<file path="config.mk">
export PLATFORM = sky130hd
export DESIGN_NAME = apb_master_bridge_flat
export DESIGN_NICKNAME = d
export VERILOG_FILES = /design/src/rtl/apb_master_pkg.sv /design/src/rtl/apb_master_bridge_if.sv /design/src/rtl/apb_master_bridge.sv /design/src/flat_wrapper.sv
export SDC_FILE = /design/constraint.sdc
export NUM_CORES = 1
export LEC_CHECK = 0
export CAP_MARGIN = 10
export CELL_PAD_IN_SITES_DETAIL_PLACEMENT = 1
export CELL_PAD_IN_SITES_GLOBAL_PLACEMENT = 2
export CORE_AREA = 2 2 176 92
export CTS_CLUSTER_SIZE = 12
export DETAILED_ROUTE_END_ITERATION = 7
export DIE_AREA = 0 0 178 94
export PLACE_DENSITY_LB_ADDON = 0.08
export REMOVE_ABC_BUFFERS = 1
export SYNTH_ARGS = -nofsm -noshare
export SYNTH_HDL_FRONTEND = slang
export SYNTH_SLANG_ARGS = --single-unit
</file>
<file path="constraint.sdc">
create_clock -name CLK -period 2.5 [get_ports CLK]
set_input_delay 0.25 -clock CLK [delete_from_list [all_inputs] [get_ports CLK]]
set_output_delay 0.25 -clock CLK [all_outputs]
set_load 0.1 [all_outputs]
</file>
<file path="src/rtl/apb_master_pkg.sv">
// Shared types for the APB master bridge: FSM state encoding and APB data width.
package apb_master_pkg;

  localparam int APB_DATA_W = 32;

  typedef enum logic [1:0] {
    ST_IDLE,
    ST_SETUP,
    ST_ACCESS
  } apb_state_t;

endpackage

</file>
<file path="src/rtl/apb_master_bridge_if.sv">
// Command/response handshake plus APB3 bus of the bridge. The master modport is the bridge's
// own view. The slave modport is the view of whoever drives commands and models the peripherals.
interface apb_master_bridge_if
  import apb_master_pkg::*;
#(
  parameter int ADDR_W = 16
) ();

  logic                  CMD_VALID;
  logic                  CMD_READY;
  logic                  CMD_WRITE;
  logic [ADDR_W-1:0]     CMD_ADDR;
  logic [APB_DATA_W-1:0] CMD_WDATA;

  logic                  RSP_VALID;
  logic                  RSP_READY;
  logic [APB_DATA_W-1:0] RSP_RDATA;
  logic                  RSP_ERR;
  logic                  RSP_TIMEOUT;

  logic                  M_APB_PSEL;
  logic                  M_APB_PENABLE;
  logic                  M_APB_PWRITE;
  logic [ADDR_W-1:0]     M_APB_PADDR;
  logic [APB_DATA_W-1:0] M_APB_PWDATA;
  logic                  M_APB_PREADY;
  logic [APB_DATA_W-1:0] M_APB_PRDATA;
  logic                  M_APB_PSLVERR;

  modport master (
    input  CMD_VALID, CMD_WRITE, CMD_ADDR, CMD_WDATA, RSP_READY,
    input  M_APB_PREADY, M_APB_PRDATA, M_APB_PSLVERR,
    output CMD_READY, RSP_VALID, RSP_RDATA, RSP_ERR, RSP_TIMEOUT,
    output M_APB_PSEL, M_APB_PENABLE, M_APB_PWRITE, M_APB_PADDR, M_APB_PWDATA
  );

  modport slave (
    output CMD_VALID, CMD_WRITE, CMD_ADDR, CMD_WDATA, RSP_READY,
    output M_APB_PREADY, M_APB_PRDATA, M_APB_PSLVERR,
    input  CMD_READY, RSP_VALID, RSP_RDATA, RSP_ERR, RSP_TIMEOUT,
    input  M_APB_PSEL, M_APB_PENABLE, M_APB_PWRITE, M_APB_PADDR, M_APB_PWDATA
  );

endinterface

</file>
<file path="src/rtl/apb_master_bridge.sv">
// Single-outstanding APB3 initiator. It turns one accepted command into a SETUP/ACCESS transfer
// and returns the slave's answer, or a timeout abort, as a response held until consumed.
module apb_master_bridge
  import apb_master_pkg::*;
#(
  parameter int ADDR_W  = 16,
  parameter int TIMEOUT = 256
) (
  input  logic CLK,
  input  logic RST_N,
  output logic BUSY,
  apb_master_bridge_if.master bus
);

  localparam bit TIMEOUT_EN = (TIMEOUT > 0);
  localparam int CNT_W      = TIMEOUT_EN ? $clog2(TIMEOUT + 1) : 1;
  localparam logic [CNT_W-1:0] CNT_LAST = CNT_W'(TIMEOUT_EN ? TIMEOUT - 1 : 0);

  apb_state_t state;
  apb_state_t state_next;

  logic                  cmd_ready;
  logic                  cmd_accept;
  logic                  access_done;
  logic                  access_timeout;
  logic [CNT_W-1:0]      wait_cnt;

  logic                  pwrite_q;
  logic [ADDR_W-1:0]     paddr_q;
  logic [APB_DATA_W-1:0] pwdata_q;

  logic                  rsp_valid_q;
  logic [APB_DATA_W-1:0] rsp_rdata_q;
  logic                  rsp_err_q;
  logic                  rsp_timeout_q;

  // A pending response blocks new commands, so there is never more than one transfer in flight.
  assign cmd_ready  = RST_N & (state == ST_IDLE) & ~rsp_valid_q;
  assign cmd_accept = bus.CMD_VALID & cmd_ready;

  assign access_done    = (state == ST_ACCESS) & bus.M_APB_PREADY;
  assign access_timeout = TIMEOUT_EN & (state == ST_ACCESS) & ~bus.M_APB_PREADY
                          & (wait_cnt == CNT_LAST);

  always_ff @(posedge CLK or negedge RST_N) begin
    if (!RST_N) begin
      state <= ST_IDLE;
    end else begin
      state <= state_next;
    end
  end

  always_comb begin
    state_next = state;
    unique case (state)
      ST_IDLE:   if (cmd_accept) state_next = ST_SETUP;
      ST_SETUP:  state_next = ST_ACCESS;
      ST_ACCESS: if (access_done || access_timeout) state_next = ST_IDLE;
      default:   state_next = ST_IDLE;
    endcase
  end

  // Read commands force PWDATA to zero so that stale write data never appears on the bus.
  always_ff @(posedge CLK or negedge RST_N) begin
    if (!RST_N) begin
      pwrite_q <= 1'b0;
      paddr_q  <= '0;
      pwdata_q <= '0;
    end else if (cmd_accept) begin
      pwrite_q <= bus.CMD_WRITE;
      paddr_q  <= bus.CMD_ADDR;
      pwdata_q <= bus.CMD_WRITE ? bus.CMD_WDATA : '0;
    end
  end

  // Counts ACCESS edges with PREADY low. It is cleared on the SETUP edge that enters ACCESS.
  always_ff @(posedge CLK or negedge RST_N) begin
    if (!RST_N) begin
      wait_cnt <= '0;
    end else if (state == ST_SETUP) begin
      wait_cnt <= '0;
    end else if (state == ST_ACCESS && !bus.M_APB_PREADY) begin
      wait_cnt <= wait_cnt + CNT_W'(1);
    end
  end

  always_ff @(posedge CLK or negedge RST_N) begin
    if (!RST_N) begin
      rsp_valid_q   <= 1'b0;
      rsp_rdata_q   <= '0;
      rsp_err_q     <= 1'b0;
      rsp_timeout_q <= 1'b0;
    end else if (access_done) begin
      rsp_valid_q   <= 1'b1;
      rsp_rdata_q   <= pwrite_q ? '0 : bus.M_APB_PRDATA;
      rsp_err_q     <= bus.M_APB_PSLVERR;
      rsp_timeout_q <= 1'b0;
    end else if (access_timeout) begin
      rsp_valid_q   <= 1'b1;
      rsp_rdata_q   <= '0;
      rsp_err_q     <= 1'b1;
      rsp_timeout_q <= 1'b1;
    end else if (rsp_valid_q && bus.RSP_READY) begin
      rsp_valid_q   <= 1'b0;
    end
  end

  assign bus.CMD_READY     = cmd_ready;
  assign bus.RSP_VALID     = rsp_valid_q;
  assign bus.RSP_RDATA     = rsp_rdata_q;
  assign bus.RSP_ERR       = rsp_err_q;
  assign bus.RSP_TIMEOUT   = rsp_timeout_q;

  assign bus.M_APB_PSEL    = (state != ST_IDLE);
  assign bus.M_APB_PENABLE = (state == ST_ACCESS);
  assign bus.M_APB_PWRITE  = pwrite_q;
  assign bus.M_APB_PADDR   = paddr_q;
  assign bus.M_APB_PWDATA  = pwdata_q;

  assign BUSY = (state != ST_IDLE);

endmodule

</file>
<file path="src/flat_wrapper.sv">
// flat-port wrapper written by rule: the top's interface ports become plain ports
module apb_master_bridge_flat import apb_master_pkg::*;
#(
  parameter int ADDR_W  = 16,
  parameter int TIMEOUT = 256
)
  (CLK, RST_N, BUSY, bus_CMD_VALID, bus_CMD_WRITE, bus_CMD_ADDR, bus_CMD_WDATA, bus_RSP_READY, bus_M_APB_PREADY, bus_M_APB_PRDATA, bus_M_APB_PSLVERR, bus_CMD_READY, bus_RSP_VALID, bus_RSP_RDATA, bus_RSP_ERR, bus_RSP_TIMEOUT, bus_M_APB_PSEL, bus_M_APB_PENABLE, bus_M_APB_PWRITE, bus_M_APB_PADDR, bus_M_APB_PWDATA);
  apb_master_bridge_if #(.ADDR_W(ADDR_W)) bus_i ();
  input  logic CLK;
  input  logic RST_N;
  output logic BUSY;
  input wire logic [$bits(bus_i.CMD_VALID)-1:0] bus_CMD_VALID;
  input wire logic [$bits(bus_i.CMD_WRITE)-1:0] bus_CMD_WRITE;
  input wire logic [$bits(bus_i.CMD_ADDR)-1:0] bus_CMD_ADDR;
  input wire logic [$bits(bus_i.CMD_WDATA)-1:0] bus_CMD_WDATA;
  input wire logic [$bits(bus_i.RSP_READY)-1:0] bus_RSP_READY;
  input wire logic [$bits(bus_i.M_APB_PREADY)-1:0] bus_M_APB_PREADY;
  input wire logic [$bits(bus_i.M_APB_PRDATA)-1:0] bus_M_APB_PRDATA;
  input wire logic [$bits(bus_i.M_APB_PSLVERR)-1:0] bus_M_APB_PSLVERR;
  output wire logic [$bits(bus_i.CMD_READY)-1:0] bus_CMD_READY;
  output wire logic [$bits(bus_i.RSP_VALID)-1:0] bus_RSP_VALID;
  output wire logic [$bits(bus_i.RSP_RDATA)-1:0] bus_RSP_RDATA;
  output wire logic [$bits(bus_i.RSP_ERR)-1:0] bus_RSP_ERR;
  output wire logic [$bits(bus_i.RSP_TIMEOUT)-1:0] bus_RSP_TIMEOUT;
  output wire logic [$bits(bus_i.M_APB_PSEL)-1:0] bus_M_APB_PSEL;
  output wire logic [$bits(bus_i.M_APB_PENABLE)-1:0] bus_M_APB_PENABLE;
  output wire logic [$bits(bus_i.M_APB_PWRITE)-1:0] bus_M_APB_PWRITE;
  output wire logic [$bits(bus_i.M_APB_PADDR)-1:0] bus_M_APB_PADDR;
  output wire logic [$bits(bus_i.M_APB_PWDATA)-1:0] bus_M_APB_PWDATA;
  assign bus_i.CMD_VALID = bus_CMD_VALID;
  assign bus_i.CMD_WRITE = bus_CMD_WRITE;
  assign bus_i.CMD_ADDR = bus_CMD_ADDR;
  assign bus_i.CMD_WDATA = bus_CMD_WDATA;
  assign bus_i.RSP_READY = bus_RSP_READY;
  assign bus_i.M_APB_PREADY = bus_M_APB_PREADY;
  assign bus_i.M_APB_PRDATA = bus_M_APB_PRDATA;
  assign bus_i.M_APB_PSLVERR = bus_M_APB_PSLVERR;
  assign bus_CMD_READY = bus_i.CMD_READY;
  assign bus_RSP_VALID = bus_i.RSP_VALID;
  assign bus_RSP_RDATA = bus_i.RSP_RDATA;
  assign bus_RSP_ERR = bus_i.RSP_ERR;
  assign bus_RSP_TIMEOUT = bus_i.RSP_TIMEOUT;
  assign bus_M_APB_PSEL = bus_i.M_APB_PSEL;
  assign bus_M_APB_PENABLE = bus_i.M_APB_PENABLE;
  assign bus_M_APB_PWRITE = bus_i.M_APB_PWRITE;
  assign bus_M_APB_PADDR = bus_i.M_APB_PADDR;
  assign bus_M_APB_PWDATA = bus_i.M_APB_PWDATA;
  apb_master_bridge #(.ADDR_W(ADDR_W), .TIMEOUT(TIMEOUT)) u_core (.CLK(CLK), .RST_N(RST_N), .BUSY(BUSY), .bus(bus_i));
endmodule
</file>
==> impl_metrics.env, run 1 <==
export IMPL_status="complete, but fails checks"
export IMPL_violations="hold timing"
export IMPL_critPathLaunchType="flip-flop"
export IMPL_avgRoutedWirePerCell_um=18.5
export IMPL_cts_sinks=95
export IMPL_clk_pin_slew_ns=0.07
export IMPL_htree_levels=3
export IMPL_io_buffers=174
export IMPL_grt_pass1_vias=3243
export IMPL_worstMarginPinSlew_ns=0.536
export IMPL_drc=0
export IMPL_syn_area_um2=3870
export IMPL_cts_hold_buf=0
export IMPL_synth_cell_types=34
export IMPL_critical_path_max_stage_delay_ns=0.55
export IMPL_synthArstFlopShare_pct=100
export IMPL_synth_top_family_by_area="compound AO/OA/AOI/OAI gates"
export IMPL_cts_root_buf="clkbuf_16"
export IMPL_yosysTopAreaCellShare_pct=61.4
export IMPL_globalplace_congestion=0.743
export IMPL_critical_path_class="reg2out"
export IMPL_ys_ff_latch=95
export IMPL_core_um2=15100
export IMPL_relSlewSlack_pct=64.3
export IMPL_synthCells=295
export IMPL_fin_crit_ns=2.00
export IMPL_track_usage_pct=15.2
export IMPL_num_vias=3119
export IMPL_synthAdderAreaFrac_pct=0.646
export IMPL_finalNetCount=553
export IMPL_synth_compound_area_share_pct=19.8
export IMPL_fmax_mhz=499
export IMPL_area_growth_pct=53.5
export IMPL_die_area_um2=16700
export IMPL_worst_path_buf_inv=2
export IMPL_initial_core_util_pct=25.6
export IMPL_avgSynthCellArea_um2=13.1
export IMPL_firstDrtPassIters=4
export IMPL_crit_path_end_kind="output port"
export IMPL_dpl_instance_area_um2=5640
export IMPL_io_pins=175
export IMPL_path_delay_family="flip-flops"
export IMPL_rsz0062_at_grt="no"
export IMPL_dr_first_iter_drc_count=170
export IMPL_routed_wl_um=12500
export IMPL_fp_dieW_um=178
export IMPL_numCtsBuffers=9
export IMPL_grt_max_degree=96
export IMPL_required_ns=2.25
export IMPL_n_fill_cell=1629
export IMPL_hold_class="in2async"
export IMPL_grt_antenna_before_repair=0
export IMPL_arrival_ns=1.75
export IMPL_yosysTopAreaCell="dfrtp_1"
export IMPL_final_cell_mix="97 x buf_4, 95 x dfrtp_1, 85 x clkdlybuf4s50_1"
export IMPL_ant_nets=0
export IMPL_dieHeight_um=94
export IMPL_yosysSeqAreaShare_pct=61.4
export IMPL_skew_ns=0.0120
export IMPL_cpMaxStageDelayCell="dfrtp_1"
export IMPL_drive_gt1_share_pct=32.8
export IMPL_maxSlewViolCount=0
export IMPL_cap_violations=0
export IMPL_synth_area_leaders="dfrtp_1 61%, a21bo_2 8.3%, a22o_1 7.9%"
export IMPL_synth_main_ff_cell="dfrtp_1"
export IMPL_setup_viol_count_final=0
export IMPL_postCtsSetupBuffers=0
export IMPL_rows=32
export IMPL_ctsResizeCount=0
export IMPL_hold_worst_slack_ns=-0.0106
export IMPL_clk_latency_ns=0.33
export IMPL_layout_commonest_cell="buf_4"
export IMPL_routed_via_density=4.63
export IMPL_antenna_cells=0
export IMPL_path_max_fanout=14
export IMPL_cts_tree="yes"
export IMPL_fin_area_um2=5940
export IMPL_clock_path_buffers=2
export IMPL_synth_edf_count=0
export IMPL_hold_viol=20
export IMPL_synth_warnings=0
export IMPL_grt_pass1_wl_um=19400
export IMPL_dp_hpwl_um=8880
export IMPL_final_period_utilization_pct=80.2
export IMPL_synth_xor_xnor_area_share_pct=0
export IMPL_crit_chain="nor4b_4 -> buf_4 -> buf_12"
export IMPL_synth_mux_area_share_pct=4.95
export IMPL_gr_total_overflow=0
export IMPL_synthSimpleGateAreaFrac_pct=9.41
## layer usage
metal | up-vias | wire length (um) | part of all wire, % | track usage (%)
li1 | 1443 | - | - | -
met1 | 1582 | 6570 | 53 | 23.7
met2 | 90 | 5010 | 40 | 20.7
met3 | 4 | 844 | 6.8 | 3.96
met4 | 0 | 56 | 0.45 | 2.46
met5 | - | 0 | 0 | 0
## metrics by stage
| stage | utilization [%] | setup TNS, ns | worst slack [ns] | instances |
|---|---|---|---|---|
| floorplan | - | -120.92 | -2.26 | 269 |
| global route | 39.4 | 0 | 0.390 | 673 |
| global placement | 37.3 | 0 | 0.605 | 657 |
| CTS | 39.4 | 0 | 0.463 | 673 |
| finish | 39.4 | 0 | 0.495 | 673 |
| detailed placement | 37.3 | 0 | 0.531 | 657 |
## cell families (layout without fill, tap and decap cells)
group | Yosys count | in the layout
flip-flops | 95 | 95
adder cells (fa/ha/maj) | 2 | 2
buffers and inverters | 34 | 208
multiplexers | 17 | 17
AO/OA/AOI/OAI | 88 | 88
AND/OR/NAND/NOR | 59 | 59
## worst register-to-register path: stages, from the launching register on
cell and delay (ns):
dfrtp_1 0.42, ha_1 0.26, nand3_1 0.10, nor2_1 0.05
ha_1 0.24, o21ai_2 0.12, buf_4 0.36, o21ai_0 0.18
## cells in the mapped netlist (2+ instances only)
master / number
nand2_1: 8
ha_1: 2
mux2_1: 17
or4_1: 2
inv_1: 8
o311ai_0: 2
a21boi_1: 2
a21bo_2: 32
a21oi_1: 4
clkbuf_1: 16
a22o_1: 35
nor2_1: 4
nand4_1: 34
nand3_1: 3
o41ai_1: 2
o31ai_1: 2
dfrtp_1: 95
buf_2: 7
o21ai_0: 5
## flip-flops by register name, indices dropped and copies added (netlist names)
| register | cells |
|---|---|
| u_core.bus.RSP_VALID | 1 |
| u_core.bus.RSP_TIMEOUT | 1 |
| u_core.bus.RSP_RDATA | 32 |
| u_core.wait_cnt | 9 |
| u_core.state | 2 |
| u_core.bus.M_APB_PWDATA | 32 |
| u_core.bus.M_APB_PADDR | 16 |
| u_core.bus.RSP_ERR | 1 |
| u_core.bus.M_APB_PWRITE | 1 |
## area by class of cell
type	instances	area [um^2]	share of cell area, %
clock inverter	6	66.3	1.12
multi-input combinational	166	1360	22.8
clock buffer	10	239	4.02
inverter	8	30.0	0.505
timing repair buffer	184	1620	27.2
sequential	95	2380	40.0
tap	204	255	4.30
## worst paths after layout
path,start,end,slack (ns),depth (start not counted)
setup / recovery,u_core.state[0]$_DFFE_PN0P_,bus_CMD_READY,0.50,3
hold / removal,RST_N,u_core.bus.M_APB_PADDR[7]$_DFFE_PN0P_,-0.01,2
setup reg to reg,u_core.wait_cnt[0]$_DFFE_PN0P_,u_core.bus.RSP_VALID$_DFFE_PN0P_,0.63,7
hold reg to reg,u_core.bus.M_APB_PWDATA[18]$_DFFE_PN0P_,u_core.bus.M_APB_PWDATA[18]$_DFFE_PN0P_,0.49,1
max in group asynchronous,RST_N,u_core.bus.M_APB_PWDATA[10]$_DFFE_PN0P_,2.07,2
min in group CLK,bus_RSP_READY,u_core.bus.RSP_VALID$_DFFE_PN0P_,0.48,2
Power of run 1 is left out: the tool's default activity adds up to more than one toggle a clock period on the data nets, which glitch-free logic cannot reach.
==> run 2: changes to the inputs <==
==> constraint.sdc (replaced) <==
create_clock -name CLK -period 2.1 [get_ports CLK]
set_input_delay 0.21 -clock CLK [delete_from_list [all_inputs] [get_ports CLK]]
set_output_delay 0.21 -clock CLK [all_outputs]
set_load 0.1 [all_outputs]
==> run 2 against run 1 <==
Against the previous run: the run now ends clean; critical path depth rose by 2; non-clock buffer count did not move; register-to-register slack got worse by 0.29 ns; die area did not move; critical endpoint unchanged.
==> impl_metrics.env, run 2 (synthesized netlist as in run 1, its figures left out) <==
export IMPL_status="completed"
export IMPL_maxSlewViolCount=0
export IMPL_grt_max_degree=96
export IMPL_gr_total_overflow=0
export IMPL_relSlewSlack_pct=64.6
export IMPL_layout_commonest_cell="dfrtp_1"
export IMPL_clock_path_buffers=2
export IMPL_arrival_ns=1.76
export IMPL_numCtsBuffers=9
export IMPL_utilization_pct=39.8
export IMPL_critical_path_endpoint="bus_CMD_READY"
export IMPL_clk_pin_slew_ns=0.06
export IMPL_seqCellArea_um2=2380
export IMPL_initial_core_util_pct=25.6
export IMPL_postCtsSetupBuffers=0
export IMPL_grt_pass1_vias=3172
export IMPL_io_buffers=174
export IMPL_drc=0
export IMPL_firstDrtPassIters=5
export IMPL_globalplace_congestion=0.736
export IMPL_required_ns=1.89
export IMPL_rows=32
export IMPL_hold_viol=0
export IMPL_area_growth_pct=55.3
export IMPL_r2r_end="u_core.bus.RSP_RDATA[8]$_DFFE_PN0P_"
export IMPL_setup_viol_count_final=0
export IMPL_layout_setup_ws_ns=0.126
export IMPL_reg2reg_slack_ns=0.34
export IMPL_routed_via_density=4.63
export IMPL_clk_latency_ns=0.35
export IMPL_reg2reg_depth=7
export IMPL_n_fill_cell=1617
export IMPL_cts_sinks=95
export IMPL_rsz0062_at_grt="no"
export IMPL_fp_dieW_um=178
export IMPL_finalNetCount=553
export IMPL_hold_class="in2reg"
export IMPL_skew_ns=0.00797
export IMPL_path_max_fanout=33
export IMPL_core_um2=15100
export IMPL_cts_root_buf="clkbuf_16"
export IMPL_cts_tree="yes"
export IMPL_final_period_utilization_pct=94.0
export IMPL_dieHeight_um=94
export IMPL_io_pins=175
export IMPL_ctsResizeCount=0
export IMPL_htree_levels=3
export IMPL_worstMarginPinSlew_ns=0.532
export IMPL_fin_crit_ns=1.97
export IMPL_cp_startpoint="RST_N"
export IMPL_drive_gt1_share_pct=32.3
export IMPL_critical_path_class="in2out"
export IMPL_cap_violations=0
export IMPL_crit_path_end_kind="output port"
export IMPL_final_cell_mix="95 x dfrtp_1, 90 x buf_4, 85 x clkdlybuf4s50_1"
export IMPL_track_usage_pct=14.9
export IMPL_num_vias=3117
export IMPL_routed_wl_um=12400
export IMPL_die_area_um2=16700
export IMPL_ant_nets=0
export IMPL_dr_first_iter_drc_count=91
export IMPL_dp_hpwl_um=8610
export IMPL_fmax_mhz=507
export IMPL_pre_cts_slack_ns=0.219
export IMPL_r2r_start="u_core.wait_cnt[0]$_DFFE_PN0P_"
export IMPL_multiInputGateArea_um2=1360
export IMPL_grt_pass1_wl_um=18900
export IMPL_critPathLaunchType="primary input"
export IMPL_avgRoutedWirePerCell_um=18.4
export IMPL_grt_antenna_before_repair=0
## run 2: through the flow
stage	hold WS, ns	TNS (ns)	instance area, um^2	std cells
3_5_place_dp	0.381	0	5700	656
3_3_place_gp	0.368	0	5700	656
4_1_cts	0.427	0	6010	672
6_report	0.441	0	6010	673
5_1_grt	0.427	0	6010	672
2_1_floorplan	-0.0856	-154.88	3750	269
## run 2: per-layer routing
| metal | share of wire, % | global-route usage (%) |
|---|---|---|
| met4 | 0.78 | 3.07 |
| met5 | 0 | 0 |
| met2 | 40 | 20.4 |
| met3 | 6.3 | 4.09 |
| met1 | 53 | 23.1 |
## run 2: layout make-up
cell class | instances | share of cell area [%]
Sequential cell | 95 | 39.5
Timing Repair Buffer | 184 | 28.2
Multi-Input combinational cell | 166 | 22.5
Tap cell | 204 | 4.24
Clock buffer | 10 | 3.81
Clock inverter | 5 | 1.12
Inverter | 8 | 0.499
Antenna cell | 1 | 0.0416
## run 2: how the worst min path moves through the flow
stage                                               to  depth (start not counted)          start  slack, ns
2_1_floorplan    u_core.bus.M_APB_PADDR[0]$_DFFE_PN0P_                          0          RST_N      -0.09
3_3_place_gp   u_core.bus.M_APB_PWDATA[26]$_DFFE_PN0P_                          2          RST_N       0.37
3_5_place_dp     u_core.bus.M_APB_PADDR[7]$_DFFE_PN0P_                          2          RST_N       0.38
4_1_cts               u_core.bus.RSP_VALID$_DFFE_PN0P_                          2  bus_RSP_READY       0.43
5_1_grt               u_core.bus.RSP_VALID$_DFFE_PN0P_                          2  bus_RSP_READY       0.43
6_report              u_core.bus.RSP_VALID$_DFFE_PN0P_                          2  bus_RSP_READY       0.44
## run 2: timing repair
item | CTS | global route
endpoints found under the setup margin | 0 | 0
hold buffers | 1 | 0
endpoints found under the hold margin | 5 | 0
## run 2: critical path, stage by stage
cell           delay, ns
dlygate4sd3_1       0.52
buf_4               0.15
nor4b_4             0.23
buf_4               0.42
buf_12              0.23
Power of run 2 is left out for the same reason.
==> run 3: changes to the inputs <==
--- a/config.mk
+++ b/config.mk
@@ -8,12 +8,14 @@
 export CAP_MARGIN = 10
 export CELL_PAD_IN_SITES_DETAIL_PLACEMENT = 1
 export CELL_PAD_IN_SITES_GLOBAL_PLACEMENT = 2
-export CORE_AREA = 2 2 176 92
+export CORE_AREA = 2 2 109 100
 export CTS_CLUSTER_SIZE = 12
 export DETAILED_ROUTE_END_ITERATION = 7
-export DIE_AREA = 0 0 178 94
+export DIE_AREA = 0 0 111 102
+export DONT_BUFFER_PORTS = 1
 export PLACE_DENSITY_LB_ADDON = 0.08
 export REMOVE_ABC_BUFFERS = 1
+export SKIP_CTS_REPAIR_TIMING = 1
 export SYNTH_ARGS = -nofsm -noshare
 export SYNTH_HDL_FRONTEND = slang
 export SYNTH_SLANG_ARGS = --single-unit
==> run 3 against run 2 <==
Against the previous run: the run now ends with hold timing left; die area shrank 32%; via count shrank 9.3%; sequential share of layout area grew 6.1 points; register-to-register slack worse by 0.13 ns; critical path depth decreased by 2; clock-buffer cell count grew 1; final area is 13% lower; non-clock buffer count is 72 lower; worst setup slack worse by 0.017 ns; global-route usage grew 2.7 points; highest routed layer unchanged; utilization up 12 points; sequential cell count is the same.
==> impl_metrics.env, run 3 (synthesized netlist as in run 1, its figures left out) <==
export IMPL_status="complete, but fails checks"
export IMPL_violations="hold timing"
export IMPL_dieHeight_um=102
export IMPL_dp_hpwl_um=6600
export IMPL_num_vias=2826
export IMPL_required_ns=1.89
export IMPL_pre_cts_slack_ns=0.241
export IMPL_track_usage_pct=17.6
export IMPL_routed_via_density=5.37
export IMPL_multiInputGateArea_um2=1360
export IMPL_hold_worst_slack_ns=-0.436
export IMPL_rsz0062_at_grt="no"
export IMPL_crit_path_end_kind="output port"
export IMPL_dr_first_iter_drc_count=85
export IMPL_final_cell_mix="95 x dfrtp_1, 89 x buf_4, 35 x a22o_1"
export IMPL_drc=0
export IMPL_grt_max_degree=97
export IMPL_path_max_fanout=33
export IMPL_n_fill_cell=1041
export IMPL_arrival_ns=1.78
export IMPL_io_buffers=0
export IMPL_grt_antenna_before_repair=0
export IMPL_grt_pass1_wl_um=15600
export IMPL_layout_setup_ws_ns=0.109
export IMPL_final_period_utilization_pct=94.8
export IMPL_die_area_um2=11300
export IMPL_fmax_mhz=502
export IMPL_relSlewSlack_pct=74.3
export IMPL_core_um2=10100
export IMPL_seqCellArea_um2=2380
export IMPL_firstDrtPassIters=4
export IMPL_htree_levels=3
export IMPL_cts_root_buf="clkbuf_16"
export IMPL_clk_pin_slew_ns=0.07
export IMPL_avgRoutedWirePerCell_um=19.4
export IMPL_tns_ns=0
export IMPL_initial_core_util_pct=38.3
export IMPL_fin_crit_ns=1.99
export IMPL_clock_path_buffers=2
export IMPL_cts_tree="yes"
export IMPL_io_pins=175
export IMPL_cap_violations=0
export IMPL_clk_latency_ns=0.33
export IMPL_drive_gt1_share_pct=37.0
export IMPL_skew_ns=0.00468
export IMPL_critPathLaunchType="flip-flop"
export IMPL_setup_viol_count_final=0
export IMPL_maxSlewViolCount=0
export IMPL_antenna_cells=0
export IMPL_layout_commonest_cell="dfrtp_1"
export IMPL_cts_sinks=95
export IMPL_fp_dieW_um=111
export IMPL_globalplace_congestion=0.736
export IMPL_gr_total_overflow=0
export IMPL_critical_path_class="reg2out"
export IMPL_hold_class="in2async"
export IMPL_worstMarginPinSlew_ns=0.386
export IMPL_numCtsBuffers=9
export IMPL_routed_wl_um=10200
export IMPL_finalNetCount=481
export IMPL_rows=35
export IMPL_hold_viol=95
export IMPL_grt_pass1_vias=2836
export IMPL_area_growth_pct=34.6
export IMPL_ant_nets=0
run 3: cell types whose count changed in the layout (fill, tap and decap cells not counted), sizes merged:
| cell | before | now |
|---|---|---|
| bufinv | 1 | 3 |
| dlygate4sd3 | 1 | 19 |
| clkinv | 2 | 0 |
| clkinvlp | 0 | 2 |
| buf | 98 | 93 |
| inv | 10 | 8 |
| clkbuf | 10 | 11 |
| clkdlybuf4s50 | 85 | 0 |
| diode | 1 | 0 |
run 3: final cells by class:
cell class / count / area share (%)
multi-input cells: 166 / 26.0
inverters: 8 / 0.577
flip-flops and latches: 95 / 45.6
well taps: 129 / 3.10
clock buffers: 11 / 4.66
repair buffers: 112 / 18.0
clock inverters: 5 / 2.02
run 3: per-layer routing:
| layer | up-vias | share of wire, % | global-route usage [%] |
|---|---|---|---|
| met3 | 7 | 8.2 | 7.24 |
| met4 | 0 | 0.98 | 4.62 |
| li1 | 1301 | - | - |
| met2 | 118 | 50 | 29.3 |
| met1 | 1400 | 41 | 21.7 |
| met5 | - | 0 | 0 |
run 3: per-stage QoR:
step,area (um^2),hold slack [ns],cells,utilization (%)
final,5210,-0.436,526,51.5
after CTS,5010,-0.448,507,49.6
after global routing,5210,-0.457,526,51.5
after floorplan,3750,-0.0856,269,-
after detailed placement,4670,-0.0834,491,46.1
after global placement,4670,-0.0833,491,46.1
run 3: critical path, cell delays in order, from the launching register on:
cell and delay [ns]:
dfrtp_1 0.52, nor4b_4 0.38, buf_6 0.32, buf_16 0.21
run 3: final timing paths:
| kind | from | end | slack [ns] | cells past startpoint |
|---|---|---|---|---|
| min reg2reg | u_core.bus.M_APB_PWDATA[23]$_DFFE_PN0P_ | u_core.bus.M_APB_PWDATA[23]$_DFFE_PN0P_ | 0.49 | 1 |
| max | u_core.state[0]$_DFFE_PN0P_ | bus_CMD_READY | 0.11 | 3 |
| max in group asynchronous | RST_N | u_core.bus.RSP_ERR$_DFFE_PN0P_ | 2.39 | 0 |
| max reg2reg | u_core.state[0]$_DFFE_PN0P_ | u_core.bus.M_APB_PADDR[12]$_DFFE_PN0P_ | 0.21 | 4 |
| min in group CLK | bus_M_APB_PRDATA[20] | u_core.bus.RSP_RDATA[20]$_DFFE_PN0P_ | 0 | 1 |
| min | RST_N | u_core.bus.M_APB_PADDR[5]$_DFFE_PN0P_ | -0.44 | 0 |
Power of run 3 is left out for the same reason.
==> variant: new RTL, config.mk and constraints of run 1 <==
`ADDR_W` is set to 16 in 3 places; all go to 17.
--- a/src/rtl/apb_master_bridge_if.sv
+++ b/src/rtl/apb_master_bridge_if.sv
@@ -3,7 +3,7 @@
 interface apb_master_bridge_if
   import apb_master_pkg::*;
 #(
-  parameter int ADDR_W = 16
+  parameter int ADDR_W = 17
 ) ();
 
   logic                  CMD_VALID;
--- a/src/rtl/apb_master_bridge.sv
+++ b/src/rtl/apb_master_bridge.sv
@@ -3,7 +3,7 @@
 module apb_master_bridge
   import apb_master_pkg::*;
 #(
-  parameter int ADDR_W  = 16,
+  parameter int ADDR_W  = 17,
   parameter int TIMEOUT = 256
 ) (
   input  logic CLK,
--- a/src/flat_wrapper.sv
+++ b/src/flat_wrapper.sv
@@ -1,7 +1,7 @@
 // flat-port wrapper written by rule: the top's interface ports become plain ports
 module apb_master_bridge_flat import apb_master_pkg::*;
 #(
-  parameter int ADDR_W  = 16,
+  parameter int ADDR_W  = 17,
   parameter int TIMEOUT = 256
 )
   (CLK, RST_N, BUSY, bus_CMD_VALID, bus_CMD_WRITE, bus_CMD_ADDR, bus_CMD_WDATA, bus_RSP_READY, bus_M_APB_PREADY, bus_M_APB_PRDATA, bus_M_APB_PSLVERR, bus_CMD_READY, bus_RSP_VALID, bus_RSP_RDATA, bus_RSP_ERR, bus_RSP_TIMEOUT, bus_M_APB_PSEL, bus_M_APB_PENABLE, bus_M_APB_PWRITE, bus_M_APB_PADDR, bus_M_APB_PWDATA);
Ports: changed (resized bus_CMD_ADDR and bus_M_APB_PADDR); port bits go from 175 to 177. No check against the original RTL was run, so the function may have changed too.
==> variant against run 1 <==
Setup slack got worse by 0.22 ns; sequential cell count rose by 1; area after synthesis rose by 0.87%; design area rose by 0.84%; global-route usage rose by 0.061 points; routed wire length fell by 1.8%; fmax fell by 9.8%; first-iteration DRC count fell by 12%; critical path type unchanged; critical endpoint unchanged; highest routed layer unchanged.
Power is not shown: default switching activity piles up to over one toggle a cycle in this logic, so the estimate is an artifact.
==> variant: results (changes against run 1) <==
| Metric | Value |
|---|---|
| Outcome | `finished, final reports clean` |
| Number of buffers added on ports | `176 (+1.1%)` |
| Worst hold-check path type | `in -> async` |
| Nets@finish | `557 (+0.72%)` |
| Number of synthesis warnings | `0 (unchanged)` |
| WL/cell | `18.1 um (-2.2%)` |
| Avg Inst Size Synth | `13.1 um^2 (+0.19%)` |
| Worst-skew pair later-pin latency | `0.35 ns (+0.02 ns)` |
| DP Worst Slack | `0.472 ns (-0.0587 ns)` |
| CTS buffer count | `9 (unchanged)` |
| Worst Path Arrival | `1.97 ns (+0.22 ns)` |
| Top post-synthesis cells by area | `dfrtp_1 62%, a21bo_2 8.2%, a22o_1 7.9%, nand4_1 5.4%, mux2_1 4.9%` |
| Via count | `3121 (+0.064%)` |
| H-tree levels | `3 (unchanged)` |
| Post-cts sizing count | `0 (unchanged)` |
| Commonest cells in the netlist | `96 x dfrtp_1, 35 x a22o_1, 34 x nand4_1` |
| GRT Overall Usage | `15.2% (+0.061 points)` |
| Ys async rst share | `100% (unchanged)` |
| GPL Wtd Cong | `0.732 (-1.4%)` |
| Detailed Route Iter0 Violations | `150 (-12%)` |
| Diode count | `0 (unchanged)` |
| Critical-path maximum fanout | `33 (+19)` |
| Post-synth EDFFs | `0 (unchanged)` |
| Post-CTS setup buffer count | `0 (unchanged)` |
| First-pass GRT wire length | `19.3 mm (-0.57%)` |
| CTS Buffer Depth | `2 (unchanged)` |
| Dpl hpwl | `8.47 mm (-4.6%)` |
| Largest net degree at the start of global routing | `56 (-42%)` |
| Number of instances in the placed design | `660 (+0.46%)` |
| Distinct cells, synth | `34 (unchanged)` |
| Post-DP Area | `0.00568 mm^2 (+0.82%)` |
| Worst Skew | `0.00824 ns (-0.00380 ns)` |
| Clock transition at the registers of the reported paths | `0.07 ns (about the same)` |
| Seq/Total Area, Yosys | `61.5% (+0.11 points)` |
| Routed WL | `12.3 mm (-1.8%)` |
| Least-Margin Pin Slew | `0.724 ns (+0.189 ns)` |
| Share of cells above drive strength 1 | `32.8% (about the same)` |
| Antenna violations before repair | `0 (unchanged)` |
| Number of global-route vias before repair | `3362 (+3.7%)` |
[variant: worst max-delay path, cell delays in order (launching register included)]
cell and delay [ns]:
dfrtp_1 0.54, nor4b_4 0.40, buf_4 0.44, buf_12 0.23
[variant: kinds of logic (layout without fill, tap and decap cells)]
kind of cell    count (synthesis)  in the layout  synth area share [%]
compound gates                 88             88                  19.6
simple gates                   59             59                  9.39
buf+inv                        34            209                  3.65
fa+ha+maj                       2              2                 0.641
mux                            18             18                  5.19
flops                          96             96                  61.5
[variant: worst paths after layout]
kind                                          endpoint  cells after the start  slack, ns                         from
min reg2reg                u_core.bus.M_APB_PWDATA[24]                      1       0.49  u_core.bus.M_APB_PWDATA[24]
max reg2reg                 u_core.bus.M_APB_PADDR[10]                      4       0.51              u_core.state[1]
max                                      bus_CMD_READY                      3       0.28              u_core.state[1]
min in group CLK                  u_core.bus.RSP_VALID                      2       0.46                bus_RSP_READY
min                           u_core.bus.RSP_RDATA[30]                      2       0.08                        RST_N
max in group asynchronous   u_core.bus.M_APB_PADDR[10]                      3       1.33                        RST_N
[variant: final cells by class]
| cell class | instances | area [um^2] |
|---|---|---|
| clock inverters | 7 | 83.8 |
| well taps | 204 | 255 |
| multi-input cells | 167 | 1370 |
| fillers | 1615 | 9100 |
| flip-flops and latches | 96 | 2400 |
| repair buffers | 185 | 1630 |
| inverters | 8 | 30.0 |
| clock buffers | 9 | 225 |
[variant: routing by layer]
layer | global-route usage (%) | share of wire [%] | vias up | routed length (um)
li1 | - | - | 1449 | -
met1 | 21.9 | 50 | 1550 | 6160
met2 | 20.7 | 40 | 112 | 4850
met3 | 5.99 | 9.0 | 10 | 1110
met4 | 4.44 | 1.1 | 0 | 138
met5 | 0 | 0 | - | 0
